### src/rtl/capture_readout_ctrl_if.sv
// Sample stream from the readout sequencer to the host link (valid/ready).
interface capture_readout_ctrl_if #(
    parameter int unsigned DATA_WIDTH = 16
);
    logic [DATA_WIDTH-1:0] out_data;
    logic                  out_valid;
    logic                  out_ready;
    logic                  out_last;

    modport master (output out_data, output out_valid, output out_last, input out_ready);
    modport slave  (input out_data, input out_valid, input out_last, output out_ready);
endinterface

### src/rtl/capture_readout_ctrl.sv
// Clears and arms one ADC capture, waits for done, then streams the sample RAM
// out over valid/ready while tracking min/max of the 12-bit ADC field.
module capture_readout_ctrl #(
    parameter int unsigned ADDR_WIDTH     = 10,
    parameter int unsigned DATA_WIDTH     = 16,
    parameter int unsigned NUM_SAMPLES    = 1023,
    parameter int unsigned CLEAR_CYCLES   = 8,
    parameter int unsigned TIMEOUT_CYCLES = 1048576
) (
    input  logic                   i_clk,
    input  logic                   i_rst_n,
    input  logic                   i_start,
    output logic                   o_cap_reset_n,
    output logic                   o_cap_start,
    input  logic                   i_cap_done,
    output logic [ADDR_WIDTH-1:0]  o_rd_addr,
    input  logic [DATA_WIDTH-1:0]  i_rd_data,
    capture_readout_ctrl_if.master o_stream,
    output logic                   o_busy,
    output logic                   o_error,
    output logic [11:0]            o_peak_max,
    output logic [11:0]            o_peak_min
);
    localparam int unsigned W_TMO = $clog2(TIMEOUT_CYCLES + 1);
    localparam int unsigned W_CLR = $clog2(CLEAR_CYCLES + 1);
    localparam int unsigned W_MAX = (W_TMO > W_CLR) ? W_TMO : W_CLR;
    localparam int unsigned CNT_W = (W_MAX > 20) ? W_MAX : 20;
    localparam logic [CNT_W-1:0]      CLR_LOAD  = CNT_W'(CLEAR_CYCLES - 1);
    localparam logic [CNT_W-1:0]      TMO_LAST  = CNT_W'(TIMEOUT_CYCLES - 1);
    localparam logic [ADDR_WIDTH-1:0] LAST_ADDR = ADDR_WIDTH'(NUM_SAMPLES - 1);

    typedef enum logic [2:0] {
        S_IDLE, S_CLEAR, S_ARM, S_FETCH, S_LOAD, S_SEND, S_FINISH
    } state_t;

    state_t                r_state, w_state_nxt;
    logic                  r_done_meta, r_done_s;
    logic [CNT_W-1:0]      r_cnt, w_cnt_nxt;
    logic                  r_cap_reset_n, w_cap_reset_n_nxt;
    logic                  r_cap_start, w_cap_start_nxt;
    logic                  r_busy, w_busy_nxt;
    logic                  r_error, w_error_nxt;
    logic [ADDR_WIDTH-1:0] r_rd_addr, w_rd_addr_nxt;
    logic [DATA_WIDTH-1:0] r_out_data, w_out_data_nxt;
    logic                  r_out_valid, w_out_valid_nxt;
    logic                  r_out_last, w_out_last_nxt;
    logic [11:0]           r_peak_max, w_peak_max_nxt;
    logic [11:0]           r_peak_min, w_peak_min_nxt;
    logic [11:0]           w_adc;
    logic                  w_accept;
    logic                  w_timeout;

    assign w_adc     = i_rd_data[11:0];
    assign w_accept  = r_out_valid & o_stream.out_ready;
    assign w_timeout = (r_cnt == TMO_LAST);

    always_ff @(posedge i_clk or negedge i_rst_n) begin
        if (!i_rst_n) r_state <= S_IDLE;
        else          r_state <= w_state_nxt;
    end

    // done wins over timeout when both land in the same ARM cycle
    always_comb begin
        w_state_nxt = r_state;
        unique case (r_state)
            S_IDLE:   if (i_start) w_state_nxt = S_CLEAR;
            S_CLEAR:  if (r_cnt == '0) w_state_nxt = S_ARM;
            S_ARM: begin
                if (r_done_s)       w_state_nxt = S_FETCH;
                else if (w_timeout) w_state_nxt = S_IDLE;
            end
            S_FETCH:  w_state_nxt = S_LOAD;
            S_LOAD:   w_state_nxt = S_SEND;
            S_SEND:   if (w_accept) w_state_nxt = r_out_last ? S_FINISH : S_FETCH;
            S_FINISH: w_state_nxt = S_IDLE;
            default:  w_state_nxt = S_IDLE;
        endcase
    end

    always_comb begin
        w_cnt_nxt       = r_cnt;
        w_rd_addr_nxt   = r_rd_addr;
        w_out_data_nxt  = r_out_data;
        w_out_valid_nxt = r_out_valid;
        w_out_last_nxt  = r_out_last;
        w_error_nxt     = r_error;
        w_peak_max_nxt  = r_peak_max;
        w_peak_min_nxt  = r_peak_min;
        unique case (r_state)
            S_IDLE: if (i_start) begin
                w_cnt_nxt      = CLR_LOAD;
                w_error_nxt    = 1'b0;
                w_peak_max_nxt = '0;
                w_peak_min_nxt = '1;
            end
            S_CLEAR: w_cnt_nxt = (r_cnt == '0) ? '0 : r_cnt - 1'b1;
            S_ARM: begin
                if (r_done_s)       w_rd_addr_nxt = '0;
                else if (w_timeout) w_error_nxt   = 1'b1;
                else                w_cnt_nxt     = r_cnt + 1'b1;
            end
            S_LOAD: begin
                w_out_data_nxt  = i_rd_data;
                w_out_valid_nxt = 1'b1;
                w_out_last_nxt  = (r_rd_addr == LAST_ADDR);
                if (w_adc > r_peak_max) w_peak_max_nxt = w_adc;
                if (w_adc < r_peak_min) w_peak_min_nxt = w_adc;
            end
            S_SEND: if (w_accept) begin
                w_out_valid_nxt = 1'b0;
                w_out_last_nxt  = 1'b0;
                if (!r_out_last) w_rd_addr_nxt = r_rd_addr + 1'b1;
            end
            default: ;
        endcase
        // capture-stage controls follow the state being entered so they stay registered
        w_cap_reset_n_nxt = !((w_state_nxt == S_CLEAR) || (w_state_nxt == S_FINISH));
        w_cap_start_nxt   = (w_state_nxt == S_ARM) || (w_state_nxt == S_FETCH) ||
                            (w_state_nxt == S_LOAD) || (w_state_nxt == S_SEND);
        w_busy_nxt        = (w_state_nxt != S_IDLE);
    end

    always_ff @(posedge i_clk or negedge i_rst_n) begin
        if (!i_rst_n) begin
            r_done_meta   <= 1'b0;
            r_done_s      <= 1'b0;
            r_cnt         <= '0;
            r_cap_reset_n <= 1'b0;
            r_cap_start   <= 1'b0;
            r_busy        <= 1'b0;
            r_error       <= 1'b0;
            r_rd_addr     <= '0;
            r_out_data    <= '0;
            r_out_valid   <= 1'b0;
            r_out_last    <= 1'b0;
            r_peak_max    <= '0;
            r_peak_min    <= '1;
        end else begin
            r_done_meta   <= i_cap_done;
            r_done_s      <= r_done_meta;
            r_cnt         <= w_cnt_nxt;
            r_cap_reset_n <= w_cap_reset_n_nxt;
            r_cap_start   <= w_cap_start_nxt;
            r_busy        <= w_busy_nxt;
            r_error       <= w_error_nxt;
            r_rd_addr     <= w_rd_addr_nxt;
            r_out_data    <= w_out_data_nxt;
            r_out_valid   <= w_out_valid_nxt;
            r_out_last    <= w_out_last_nxt;
            r_peak_max    <= w_peak_max_nxt;
            r_peak_min    <= w_peak_min_nxt;
        end
    end

    assign o_cap_reset_n      = r_cap_reset_n;
    assign o_cap_start        = r_cap_start;
    assign o_busy             = r_busy;
    assign o_error            = r_error;
    assign o_rd_addr          = r_rd_addr;
    assign o_stream.out_data  = r_out_data;
    assign o_stream.out_valid = r_out_valid;
    assign o_stream.out_last  = r_out_last;
    assign o_peak_max         = r_peak_max;
    assign o_peak_min         = r_peak_min;
endmodule

### src/flat_wrapper.sv
// flat-port wrapper written by rule: the top's interface ports become plain ports
module capture_readout_ctrl_flat 
#(
    parameter int unsigned ADDR_WIDTH     = 10,
    parameter int unsigned DATA_WIDTH     = 16,
    parameter int unsigned NUM_SAMPLES    = 1023,
    parameter int unsigned CLEAR_CYCLES   = 8,
    parameter int unsigned TIMEOUT_CYCLES = 1048576
)
  (i_clk, i_rst_n, i_start, o_cap_reset_n, o_cap_start, i_cap_done, o_rd_addr, i_rd_data, o_busy, o_error, o_peak_max, o_peak_min, o_stream_out_data, o_stream_out_valid, o_stream_out_last, o_stream_out_ready);
  capture_readout_ctrl_if #(.DATA_WIDTH(DATA_WIDTH)) o_stream_i ();
  input  logic i_clk;
  input  logic i_rst_n;
  input  logic i_start;
  output logic o_cap_reset_n;
  output logic o_cap_start;
  input  logic i_cap_done;
  output logic [ADDR_WIDTH-1:0] o_rd_addr;
  input  logic [DATA_WIDTH-1:0] i_rd_data;
  output logic o_busy;
  output logic o_error;
  output logic [11:0] o_peak_max;
  output logic [11:0] o_peak_min;
  output wire logic [$bits(o_stream_i.out_data)-1:0] o_stream_out_data;
  output wire logic [$bits(o_stream_i.out_valid)-1:0] o_stream_out_valid;
  output wire logic [$bits(o_stream_i.out_last)-1:0] o_stream_out_last;
  input wire logic [$bits(o_stream_i.out_ready)-1:0] o_stream_out_ready;
  assign o_stream_out_data = o_stream_i.out_data;
  assign o_stream_out_valid = o_stream_i.out_valid;
  assign o_stream_out_last = o_stream_i.out_last;
  assign o_stream_i.out_ready = o_stream_out_ready;
  capture_readout_ctrl #(.ADDR_WIDTH(ADDR_WIDTH), .DATA_WIDTH(DATA_WIDTH), .NUM_SAMPLES(NUM_SAMPLES), .CLEAR_CYCLES(CLEAR_CYCLES), .TIMEOUT_CYCLES(TIMEOUT_CYCLES)) u_core (.i_clk(i_clk), .i_rst_n(i_rst_n), .i_start(i_start), .o_cap_reset_n(o_cap_reset_n), .o_cap_start(o_cap_start), .i_cap_done(i_cap_done), .o_rd_addr(o_rd_addr), .i_rd_data(i_rd_data), .o_stream(o_stream_i), .o_busy(o_busy), .o_error(o_error), .o_peak_max(o_peak_max), .o_peak_min(o_peak_min));
endmodule
### config.mk
export PLATFORM = sky130hd
export DESIGN_NAME = capture_readout_ctrl_flat
export DESIGN_NICKNAME = d
export VERILOG_FILES = /design/src/rtl/capture_readout_ctrl_if.sv /design/src/rtl/capture_readout_ctrl.sv /design/src/flat_wrapper.sv
export SDC_FILE = /design/constraint.sdc
export NUM_CORES = 1
export LEC_CHECK = 0
export BUFFER_PORTS_ARGS = -buffer_cell sky130_fd_sc_hd__clkbuf_2
export CAP_MARGIN = 40
export CORE_AREA = 2 2 99 111
export DETAILED_ROUTE_END_ITERATION = 12
export DIE_AREA = 0 0 101 113
export GPL_TIMING_DRIVEN = 0
export PLACE_DENSITY_LB_ADDON = 0.1
export REMOVE_ABC_BUFFERS = 1
export SLEW_MARGIN = 15
export SYNTH_ARGS = -nofsm -noshare
export SYNTH_HDL_FRONTEND = slang
export SYNTH_SLANG_ARGS = --single-unit
### constraint.sdc
create_clock -name i_clk -period 3.4 [get_ports i_clk]
set_clock_uncertainty 0.05 [all_clocks]
set_input_delay 0.17 -clock i_clk [delete_from_list [all_inputs] [get_ports i_clk]]
set_output_delay 0.17 -clock i_clk [all_outputs]
set_load 0.02 [all_outputs]
======== Yosys cells after proc, flatten, opt, wreduce, memory -nomap -nowiden ========
Index checks and enable logic that the tools add are counted.
word-level totals
  bits in registers ....................... 82
  logic and storage cells ................. 90
  input bits .............................. 21
cells by class
  muxes and demuxes ....................... 29
  equal/unequal tests ..................... 22
  magnitude comparators ................... 2
  $add $sub $neg .......................... 3
  bitwise operators ....................... 1
  reduce and logical (&&, ||, !) cells .... 19
operators by type and width
  operator                 count
  $mux W21                 4
  $pmux W21 S3             1
  $mux W12                 4
  $pmux W12 S2             2
  $mux W10                 3
  $add A21 B1 Y21 const B  1
  $eq A21 B20 Y1 const B   1
  $logic_not A21 Y1        1
  $sub A21 B1 Y21 const B  1
  $pmux W10 S2             1
  $mux W3                  6
  $pmux W3 S6              1
  $eq A3 B3 Y1 const B     5
  $eq A3 B2 Y1 const B     4
  $gt A12 B12 Y1           1
  $lt A12 B12 Y1           1
  $reduce_and A4 Y1        3
  $add A10 B1 Y10 const B  1
  $eq A10 B10 Y1 const B   1
  $ne A2 B1 Y1 const B     5
  $ne A2 B2 Y1 const B     4
  $reduce_bool A2 Y1       4
  $eq A3 B1 Y1 const B     2
  $pmux W1 S2              3
  other kinds (8)          16

======== Longest topological paths before layout ========
Gate-level depths: netlist of the first run.
  depth in word-level cells ............... 8
  gate-level depth with buffers ........... 9
  mapped depth without buffers ............ 8

======== Least setup slack after synthesis of the first run ========
OpenSTA, ideal clock, no wires.
  kind .................................... reg-to-reg
  start point ............................. register u_core.r_cnt[0] (netlist name)
  end point ............................... register u_core.r_rd_addr[8], in the netlist u_core.o_rd_addr[8]
  setup slack ............................. 763 ps
  period minus slack after synthesis ...... 2,637 ps
  data required time ...................... 3,272 ps
  arrival ................................. 2,510 ps
  cell stages (with the launch flop) ...... 9
  cell sequence ........................... dfrtp_1 > inv_1 > ha_1 > nor4b_1 > nand4_1 > o32ai_4 > o21ai_2 > or4_1 > a21oi_1
RTL lines
  element               line                         RTL
  to (signal assigned)  capture_readout_ctrl.sv:146  r_rd_addr <= w_rd_addr_nxt;
  to (decl)             capture_readout_ctrl.sv:43   logic [ADDR_WIDTH-1:0] r_rd_addr, w_rd_addr_nxt;

======== Worst setup path in the final report of the first run ========
  start point ............................. register u_core.r_cnt[0]
  end point ............................... register u_core.r_busy, in the netlist u_core.o_busy
on the way
  cells in the longest elaborated chain, start to end .. 5
  elaborated cells between the ends (all ways) .. 7
  classes of those cells .................. eq/ne: 1; mux: 4; reduce/logical: 2
RTL lines
  element                    line                         RTL
  from (decl)                capture_readout_ctrl.sv:38   logic [CNT_W-1:0] r_cnt, w_cnt_nxt;
  from (signal assigned)     capture_readout_ctrl.sv:141  r_cnt <= w_cnt_nxt;
  $eq A21 B20 Y1             capture_readout_ctrl.sv:55   assign w_timeout = (r_cnt == TMO_LAST);
  $mux W3                    capture_readout_ctrl.sv:70   else if (w_timeout) w_state_nxt = S_IDLE;
  $mux W3                    capture_readout_ctrl.sv:69   if (r_done_s) w_state_nxt = S_FETCH;
  $pmux W3 S6 *              capture_readout_ctrl.sv:65   unique case (r_state)
  net u_core.w_state_nxt[1]  capture_readout_ctrl.sv:36   state_t r_state, w_state_nxt;
  $reduce_bool A3 Y1 *       capture_readout_ctrl.sv:120  w_busy_nxt = (w_state_nxt != S_IDLE);
  net u_core.w_busy_nxt      capture_readout_ctrl.sv:41   logic r_busy, w_busy_nxt;
  to (signal assigned)       capture_readout_ctrl.sv:144  r_busy <= w_busy_nxt;
  to (decl)                  capture_readout_ctrl.sv:41
The timed path passes the listed nets; every way through them passes the cells marked *.
A chain may end at the register's enable or synchronous reset.

==> results of run 1 <==
==> critical path: cells and delay by family, from the launching register on <==
family,cells,cell delay [ns]
AND/OR/NAND/NOR,4,1.85
flip-flops,1,0.45
AO/OA/AOI/OAI,1,0.36
adder cells (fa/ha/maj),1,0.25
buffers and inverters,1,0.11
==> flip-flops by register name, summed over array words and instances, names as in the netlist, 3 cells and up <==
register and count:
u_core.r_cnt 21, u_core.o_stream.out_data 16, u_core.o_peak_max 12, u_core.o_peak_min 12, u_core.o_rd_addr 10, u_core.r_state 3
==> placed cells by master (no fill, tap or decap), drive strengths merged, types with 10 or more instances in the layout <==
| cell | instances |
|---|---|
| mux2 | 29 |
| a21oi | 31 |
| clkbuf | 87 |
| nand2 | 58 |
| nand4 | 10 |
| dfstp | 12 |
| o21ai | 35 |
| o31ai | 10 |
| nor3 | 16 |
| ha | 27 |
| nor2 | 39 |
| dfrtp | 70 |
| mux2i | 13 |
| inv | 44 |
==> kinds of logic after synthesis <==
logic type	Yosys count
buf+inv	76
fa+ha+maj	27
compound gates	134
xor+xnor	10
flops	82
simple gates	182
mux	42
==> stage by stage <==
stage	power (mW)	util
2_1_floorplan	1.98	-
3_3_place_gp	2.25	0.531
3_5_place_dp	2.29	0.540
4_1_cts	3.19	0.568
5_1_grt	3.41	0.570
6_report	3.20	0.570
==> timing repair <==
action / CTS / global route
hold endpoints to repair: 36 / 0
setup endpoints to repair: 0 / 12
setup buffers: 0 / 2
gates resized for setup: 0 / 1
hold buffers: 2 / 0
==> power groups by stage <==
stage	combinational (mW)	sequential, mW	clock, mW
6_report	0.948	1.35	0.895
5_1_grt	1.07	1.39	0.955
4_1_cts	0.938	1.34	0.912
3_5_place_dp	0.930	1.36	0
3_3_place_gp	0.895	1.35	0
2_1_floorplan	0.640	1.34	0
==> final timing paths <==
| kind | startpoint | cells past startpoint | to |
|---|---|---|---|
| max in group asynchronous | i_rst_n | 3 | u_core.o_peak_min[4] |
| worst max-delay path | u_core.r_cnt[0] | 7 | u_core.o_busy |
| worst min register to register | u_core.r_done_meta | 0 | u_core.r_done_s |
| min in group asynchronous | i_rst_n | 2 | u_core.o_stream.out_data[0] |
| worst min-delay path | i_rd_data[13] | 2 | u_core.o_stream.out_data[13] |
| worst max register to register | u_core.r_cnt[0] | 7 | u_core.o_busy |
==> layer usage <==
| metal | wire, um | share of wire | GRT usage | vias up |
|---|---|---|---|---|
| met1 | 5550 | 0.45 | 0.294 | 2100 |
| met5 | 0 | 0 | 0 | - |
| met4 | 147 | 0.012 | 0.0739 | 0 |
| met2 | 6040 | 0.49 | 0.376 | 117 |
| li1 | - | - | - | 2127 |
| met3 | 597 | 0.048 | 0.0420 | 15 |
==> final cells by class <==
type,count,area [sq um]
clock buffers,11,233
repair buffers,84,495
clock inverters,5,32.5
flip-flops and latches,82,2070
multi-input cells,395,2690
well taps,123,154
inverters,44,165
fillers,955,4410
==> flow_metrics.env, run 1 <==
export IMPL_htreeDepth=3
export IMPL_yosysTopAreaCell="dfrtp_1"
export IMPL_core_sq_mm=0.0102
export IMPL_synth_edf_count=0
export IMPL_fin_cells=744
export IMPL_dieWidth_um=101
export IMPL_synth_area_leaders="dfrtp_1 35%, ha_1 6.7%, mux2_2 6.5%"
export IMPL_synth_area_sq_mm=0.00505
export IMPL_synth_cells=553
export IMPL_power_static_leakage_nw=2.69
export IMPL_dp_slack_ns=0.129
export IMPL_critPathLaunchType="flip-flop"
export IMPL_clkSlewWorstSetupHoldPaths_ns=0.07
export IMPL_crit_required_ns=3.57
export IMPL_synth_top_family_by_area="simple AND/OR/NAND/NOR gates"
export IMPL_slowest_stage="nor4_1"
export IMPL_tritoncts="built"
export IMPL_synthTopCellsByCount="70 x dfrtp_1, 58 x nand2_1, 44 x inv_1"
export IMPL_layout_min_cycle_time_ns=3.19
export IMPL_rsz0062_at_grt="no"
export IMPL_synthArstFlopShare=1.00
export IMPL_yosys_area_top_type_share=0.347
export IMPL_final_area_sq_mm=0.00584
export IMPL_rrSetupSlack_ns=0.21
export IMPL_synth_xor_area_share=0.0173
export IMPL_grt_pass1_vias=4275
export IMPL_hold_class="primary input to flip-flop"
export IMPL_synth_ff_type="dfrtp_1"
export IMPL_area_delta_synth_final_pct=15.6
export IMPL_drv_slew=0
export IMPL_cp_arrival_ns=3.36
export IMPL_power_density_mw_per_mm2=548
export IMPL_wl_per_cell_um=16.6
export IMPL_num_antenna_cells=0
export IMPL_path_class="flip-flop to flip-flop"
export IMPL_timing_final_ws_setup_ns=0.215
export IMPL_cp_end_kind="flip-flop"
export IMPL_max_slew_margin=0.383
export IMPL_clock_sinks=82
export IMPL_clockPowerShare=0.280
export IMPL_syn_avg_cell_area_sq_um=9.13
export IMPL_gp_congestion=0.878
export IMPL_ios=77
export IMPL_place_area_sq_mm=0.00554
export IMPL_totalWireLength_um=12300
export IMPL_maxCapViolCount=0
export IMPL_peakVddDrop_v=0.000349
export IMPL_initial_core_util=0.493
export IMPL_fmax_mhz=314
export IMPL_synth_cell_type_count=62
export IMPL_drt_iter0_markers=262
export IMPL_synth_seq_area_share=0.409
export IMPL_placed_cells=724
export IMPL_crit_chain="ha_1 -> nand4_1 -> nor4_1 -> a21oi_1 -> nor2_1 -> inv_1 -> or3_1"
export IMPL_fp_dieH_um=113
export IMPL_antenna_left=0
export IMPL_tightestPinTransition_ns=0.918
export IMPL_p_sw_mw=1.24
export IMPL_final_nets=664
export IMPL_overflow=0
export IMPL_setup_viol=0
export IMPL_swShare=0.386
export IMPL_finalCritPeriodShare=0.937
export IMPL_outcome="finished clean"
export IMPL_seqPwrFrac=0.424
export IMPL_fin_tns_setup_ns=0
export IMPL_synthAdderAreaFrac=0.0669
export IMPL_crit_path_max_incr_delay_ns=0.69
export IMPL_port_buffers=76
export IMPL_yosysWarnings=0
export IMPL_dp_hpwl_um=8700
export IMPL_grt_pass1_wl_um=20600
export IMPL_p_int_mw=1.96
export IMPL_dieArea_sq_mm=0.0114
export IMPL_path_max_fanout=8
export IMPL_vias=4359
export IMPL_antenna_found_initial=0
export IMPL_finalHoldViolations=0
export IMPL_power_frac_comb=0.296
export IMPL_rows=39
export IMPL_drive_above_1_share=0.245
export IMPL_yosysMostFrequentCell="dfrtp_1"
export IMPL_clock_path_buffers=2
export IMPL_synth_compound_area_frac=0.176
export IMPL_holdWs_ns=0.0130
export IMPL_dr_pass1_iters=8
export IMPL_synthMuxAreaShare=0.0904
export IMPL_synth_seq_cells=82
export IMPL_drc=0
export IMPL_cts_root_buf="clkbuf_16"
export IMPL_cts_buffers=9
export IMPL_grt_usage=0.225
export IMPL_synth_simple_area_share=0.179
export IMPL_via_per_inst=5.86
export IMPL_grt_max_degree=45
export IMPL_insertion_delay_ns=0.34
No activity file was read; power rests on OpenSTA's default activity.
==> run 2, diff against run 1 <==
- ABC_AREA: unset -> 1
- CORE_AREA: 2 2 99 111 -> 2 2 104 116
- DIE_AREA: 0 0 101 113 -> 0 0 106 118
- RECOVER_POWER: unset -> 50
==> run 2 against run 1 <==
The run now ends with capacitance limit, slew limit left. Via count is 19% higher. Global-route usage is 0.081 points lower. Combinational power grew to 2.6 times the previous value. Largest power group is now combinational cells.
==> flow_metrics.env, run 2 <==
export IMPL_outcome="finished with violations"
export IMPL_violations="capacitance limit, slew limit"
export IMPL_tightestPinTransition_ns=2.36
export IMPL_synth_area_leaders="dfrtp_1 32%, nand2_1 17%, nand3_1 6.5%"
export IMPL_cts_root_buf="clkbuf_16"
export IMPL_dp_hpwl_um=10400
export IMPL_crit_path_max_incr_delay_ns=0.65
export IMPL_htreeDepth=3
export IMPL_largest_register="u_core.r_cnt"
export IMPL_path_class="flip-flop to flip-flop"
export IMPL_drive_above_1_share=0.109
export IMPL_gp_congestion=0.901
export IMPL_layout_min_cycle_time_ns=2.62
export IMPL_initial_core_util=0.489
export IMPL_wl_per_cell_um=13.7
export IMPL_tritoncts="built"
export IMPL_vias=5195
export IMPL_critical_path_top_delay_family="compound AO/OA/AOI/OAI gates"
export IMPL_critPathLaunchType="flip-flop"
export IMPL_rrSetupSlack_ns=0.78
export IMPL_yosys_area_top_type_share=0.316
export IMPL_final_cell_mix="255 x nand2_1, 89 x inv_1, 79 x nor2_1, 72 x nand3_1, 70 x dfrtp_1"
export IMPL_num_antenna_cells=0
export IMPL_dieWidth_um=106
export IMPL_dieArea_sq_mm=0.0125
export IMPL_power_static_leakage_nw=3.11
export IMPL_peakVddDrop_v=0.000345
export IMPL_port_buffers=76
export IMPL_finalCritPeriodShare=0.770
export IMPL_cp_arrival_ns=2.83
export IMPL_synth_cell_type_count=35
export IMPL_drc=0
export IMPL_ios=77
export IMPL_synth_area_sq_mm=0.00554
export IMPL_cp_buffers_inverters=2
export IMPL_maxCapViolCount=1
export IMPL_crit_required_ns=3.61
export IMPL_cp_end_kind="flip-flop"
export IMPL_drv_slew=42
export IMPL_max_slew_margin=-0.576
export IMPL_crit_chain="inv_2 -> nand3_2 -> inv_2 -> nand2_2 -> a21oi_4 -> o21ai_0 -> o21ai_0"
export IMPL_finalHoldViolations=0
export IMPL_dr_pass1_iters=5
export IMPL_via_per_inst=5.14
export IMPL_num_fill_cells=1125
export IMPL_synth_ff_type="dfrtp_1"
export IMPL_antenna_found_initial=0
export IMPL_slowest_stage="a21oi_4"
export IMPL_setup_viol=0
export IMPL_rsz0062_at_grt="no"
export IMPL_insertion_delay_ns=0.35
export IMPL_yosysMostFrequentCell="nand2_1"
export IMPL_path_max_fanout=29
export IMPL_largest_reg_flops=21
export IMPL_fin_tns_setup_ns=0
export IMPL_clock_path_buffers=2
export IMPL_area_delta_synth_final_pct=13.1
export IMPL_timing_final_ws_setup_ns=0.781
export IMPL_post_cts_setup_buffers=0
export IMPL_grt_max_degree=43
export IMPL_yosysWarnings=0
export IMPL_syn_avg_cell_area_sq_um=7.03
export IMPL_synth_seq_cells=82
export IMPL_grt_usage=0.224
export IMPL_synth_cells=788
export IMPL_overflow=0
export IMPL_fp_dieH_um=118
export IMPL_drt_iter0_markers=289
export IMPL_synthTopCellsByCount="255 x nand2_1, 89 x inv_1, 79 x nor2_1"
export IMPL_synth_edf_count=0
export IMPL_clkSlewWorstSetupHoldPaths_ns=0.07
export IMPL_synthArstFlopShare=1.00
export IMPL_fmax_mhz=382
export IMPL_hold_class="primary input to flip-flop"
export IMPL_layout_commonest_cell="nand2_1"
export IMPL_synth_seq_area_share=0.373
export IMPL_rows=41
export IMPL_grt_pass1_vias=4640
export IMPL_cts_buffers=9
export IMPL_core_sq_mm=0.0113
export IMPL_power_density_mw_per_mm2=812
export IMPL_grt_pass1_wl_um=22600
export IMPL_clock_sinks=82
export IMPL_yosysTopAreaCell="dfrtp_1"
export IMPL_antenna_left=0
export IMPL_totalWireLength_um=13900
export IMPL_final_nets=904
export IMPL_dp_slack_ns=0.797
==> run 2: cell types whose count changed in the layout (fill, tap and decap cells not counted), sizes merged, moves of 13 or more <==
cell   change
mux2      -29
nor2      +48
nand3     +68
nand2    +203
inv       +53
mux2i     -13
==> run 2: worst paths after layout <==
kind	start	end	cells after the start
worst min-delay path	i_rd_data[5]	u_core.o_peak_max[5]	5
worst max register to register	u_core.r_state[2]	u_core.r_cnt[2]	7
worst max-delay path	u_core.r_state[2]	u_core.r_cnt[2]	7
worst min register to register	u_core.r_done_meta	u_core.r_done_s	0
min in group asynchronous	i_rst_n	u_core.o_stream.out_data[4]	2
max in group asynchronous	i_rst_n	u_core.r_cnt[11]	2
==> run 2: routing by layer <==
layer,part of all wire,GRT usage
met2,0.50,0.381
met3,0.035,0.0349
met4,0.0099,0.0600
met5,0,0
met1,0.46,0.297
==> run 2: worst min-delay path: cells and delay by family <==
kind	cells	cell delay, ns
simple gates	3	0.16
buf+inv	2	0.18
==> run 2: per-stage QoR <==
| step | std cells | hold slack, ns | util | total power, mW | area [sq um] |
|---|---|---|---|---|---|
| final | 1011 | 0.150 | 0.553 | 5.09 | 6260 |
| after global placement | 987 | 0.231 | 0.523 | 4.10 | 5930 |
| after detailed placement | 989 | 0.189 | 0.527 | 4.19 | 5970 |
| after CTS | 1011 | 0.146 | 0.558 | 5.16 | 6320 |
| after floorplan | 761 | -0.176 | - | 3.38 | 5360 |
| after global routing | 1011 | 0.170 | 0.553 | 5.50 | 6260 |
==> run 2: area by class of cell <==
type                       instances  area, sq um  share of cell area
multi-input combinational        584         2950               0.470
sequential                        82         2070               0.330
tap                              150          188              0.0300
timing repair buffer              84          420              0.0671
clock inverter                     7         62.6             0.00999
clock buffer                       9          225              0.0359
inverter                          95          357              0.0569
==> run 2: report_power, final <==
group          switching, mW  internal (mW)  total, mW  leakage [nW]
sequential             0.307           1.34       1.65          1.03
clock                  0.441          0.510      0.951         0.144
combinational           1.73          0.762       2.49          1.94
==> run 2: logic make-up after synthesis <==
kind of cell,after synthesis,synth area share
compound gates,87,0.0924
xor+xnor,16,0.0253
fa+ha+maj,27,0.0610
buf+inv,122,0.0965
flops,82,0.373
simple gates,454,0.352
==> run 2: repair_timing <==
item                                   CTS  global route
resized for setup                        0             0
hold buffers                             6             0
endpoints found under the hold margin   42             0
==> run 3, diff against run 2 <==
- clock period: 3.4 -> 2.45 ns (I/O delays scaled with it)
==> run 3 against run 2 <==
The flow now finishes without violations. Worst hold slack worse by 0.046 ns. Die area unchanged. Cell area up 1.2%. Critical path type unchanged. Routed wire length up 1.9%. Power up 42%. Fmax up 17%. Via count up 1.1%. First-iteration DRC count up 3.8%. Register-to-register slack worse by 0.56 ns. Utilization up 0.64 points. Non-clock buffer count up 2.
==> flow_metrics.env, run 3 (synthesis gave the netlist of run 2 again) <==
export IMPL_outcome="finished clean"
export IMPL_final_area_sq_mm=0.00634
export IMPL_largest_reg_flops=21
export IMPL_cts_root_buf="clkbuf_16"
export IMPL_initial_core_util=0.489
export IMPL_grt_pass1_vias=4640
export IMPL_timing_final_ws_setup_ns=0.221
export IMPL_r2r_start="u_core.r_cnt[0]"
export IMPL_critPathLaunchType="flip-flop"
export IMPL_insertion_delay_ns=0.35
export IMPL_dp_hpwl_um=10400
export IMPL_final_nets=907
export IMPL_drc=0
export IMPL_rows=41
export IMPL_via_per_inst=5.18
export IMPL_drt_iter0_markers=300
export IMPL_dieArea_sq_mm=0.0125
export IMPL_power_density_mw_per_mm2=1140
export IMPL_num_antenna_cells=0
export IMPL_cp_arrival_ns=2.42
export IMPL_overflow=0
export IMPL_antenna_found_initial=0
export IMPL_htreeDepth=3
export IMPL_worstSetupEndpoint="u_core.o_busy"
export IMPL_vias=5251
export IMPL_rsz0062_at_grt="no"
export IMPL_finalCritPeriodShare=0.910
export IMPL_cp_end_kind="flip-flop"
export IMPL_clock_sinks=82
export IMPL_drv_slew=0
export IMPL_dp_slack_ns=-0.153
export IMPL_fmax_mhz=449
export IMPL_crit_start="u_core.r_cnt[0]"
export IMPL_fp_dieH_um=118
export IMPL_port_buffers=76
export IMPL_gp_congestion=0.901
export IMPL_peakVddDrop_v=0.000443
export IMPL_layout_commonest_cell="nand2_1"
export IMPL_cts_buffers=9
export IMPL_dieWidth_um=106
export IMPL_clkSlewWorstSetupHoldPaths_ns=0.07
export IMPL_finalHoldViolations=0
export IMPL_drive_above_1_share=0.120
export IMPL_hold_class="primary input to flip-flop"
export IMPL_max_slew_margin=0.278
export IMPL_wl_per_cell_um=13.9
export IMPL_core_sq_mm=0.0113
export IMPL_power_mw=7.20
export IMPL_tightestPinTransition_ns=1.08
export IMPL_ios=77
export IMPL_setup_viol=0
export IMPL_grt_usage=0.224
export IMPL_layout_min_cycle_time_ns=2.23
export IMPL_maxCapViolCount=0
export IMPL_totalWireLength_um=14100
export IMPL_power_static_leakage_nw=3.13
export IMPL_dr_pass1_iters=5
export IMPL_crit_required_ns=2.64
export IMPL_largest_register="u_core.r_cnt"
export IMPL_r2r_end="u_core.o_busy"
export IMPL_path_max_fanout=14
export IMPL_place_area_sq_mm=0.00597
export IMPL_grt_max_degree=43
export IMPL_area_delta_synth_final_pct=14.4
export IMPL_reg2regPathDepth=8
export IMPL_final_core_util=0.559
export IMPL_grt_pass1_wl_um=22600
export IMPL_path_class="flip-flop to flip-flop"
export IMPL_final_cell_mix="251 x nand2_1, 89 x inv_1, 79 x nor2_1, 72 x nand3_1, 69 x dfrtp_1"
export IMPL_clock_path_buffers=2
export IMPL_antenna_left=0
export IMPL_rrSetupSlack_ns=0.22
export IMPL_tritoncts="built"
[run 3: cell count changes in the layout (fill, tap and decap cells not counted), sizes merged]
| cell | delta |
|---|---|
| clkinv | -1 |
| buf | +2 |
| clkinvlp | +1 |
| a21oi | +1 |
[run 3: layout make-up]
class                           count  area [sq um]
Clock buffer                        9           225
Clock inverter                      7          62.6
Fill cell                        1127          5000
Inverter                           95           365
Multi-Input combinational cell    585          2990
Sequential cell                    82          2070
Tap cell                          150           188
Timing Repair Buffer               86           437
[run 3: worst min-delay path by stage]
stage                       from                     endpoint  slack (ns)  cells after the start
floorplan                i_rst_n                u_core.o_busy       -0.22                      0
global placement      i_cap_done           u_core.r_done_meta        0.18                      1
detailed placement       i_rst_n  u_core.o_stream.out_data[5]        0.14                      1
CTS                 i_rd_data[4]         u_core.o_peak_max[4]         0.1                      5
global route        i_rd_data[4]         u_core.o_peak_max[4]        0.12                      5
finish              i_rd_data[5]         u_core.o_peak_max[5]        0.10                      5
[run 3: what timing repair did]
item / in CTS / in global routing
pin swaps: 0 / 1
setup endpoints to repair: 33 / 46
gates resized for setup: 6 / 6
hold buffers: 6 / 0
cloned: 0 / 1
hold endpoints to repair: 42 / 0
setup buffers: 0 / 2
[run 3: metrics by stage]
stage / cells / setup TNS, ns / hold WS (ns)
finish: 1014 / 0 / 0.104
floorplan: 761 / 0 / -0.223
global route: 1014 / 0 / 0.122
CTS: 1011 / 0 / 0.0983
detailed placement: 989 / -1.99 / 0.142
global placement: 987 / -7.24 / 0.183
[run 3: worst max-delay path: stages (launching register included)]
cell and delay [ns]:
dfrtp_2 0.47, inv_1 0.14, ha_1 0.28, nand2_2 0.14, nor2_4 0.21, nand3_2 0.22, nand3_4 0.24, nand3_1 0.12
or2_1 0.24
[run 3: power by group]
group | leakage [nW] | internal, mW | switching [mW]
combinational | 1.95 | 1.10 | 2.48
sequential | 1.03 | 1.86 | 0.430
clock | 0.144 | 0.708 | 0.613
total | 3.13 | 3.68 | 3.53
[run 3: layer usage]
layer  GRT usage  routed length [um]  vias to the layer above
met5           0                   0                        -
met4      0.0584                 169                        0
met3      0.0343                 595                       13
met2       0.384                7000                      125
met1       0.295                6360                     2452
li1            -                   -                     2661
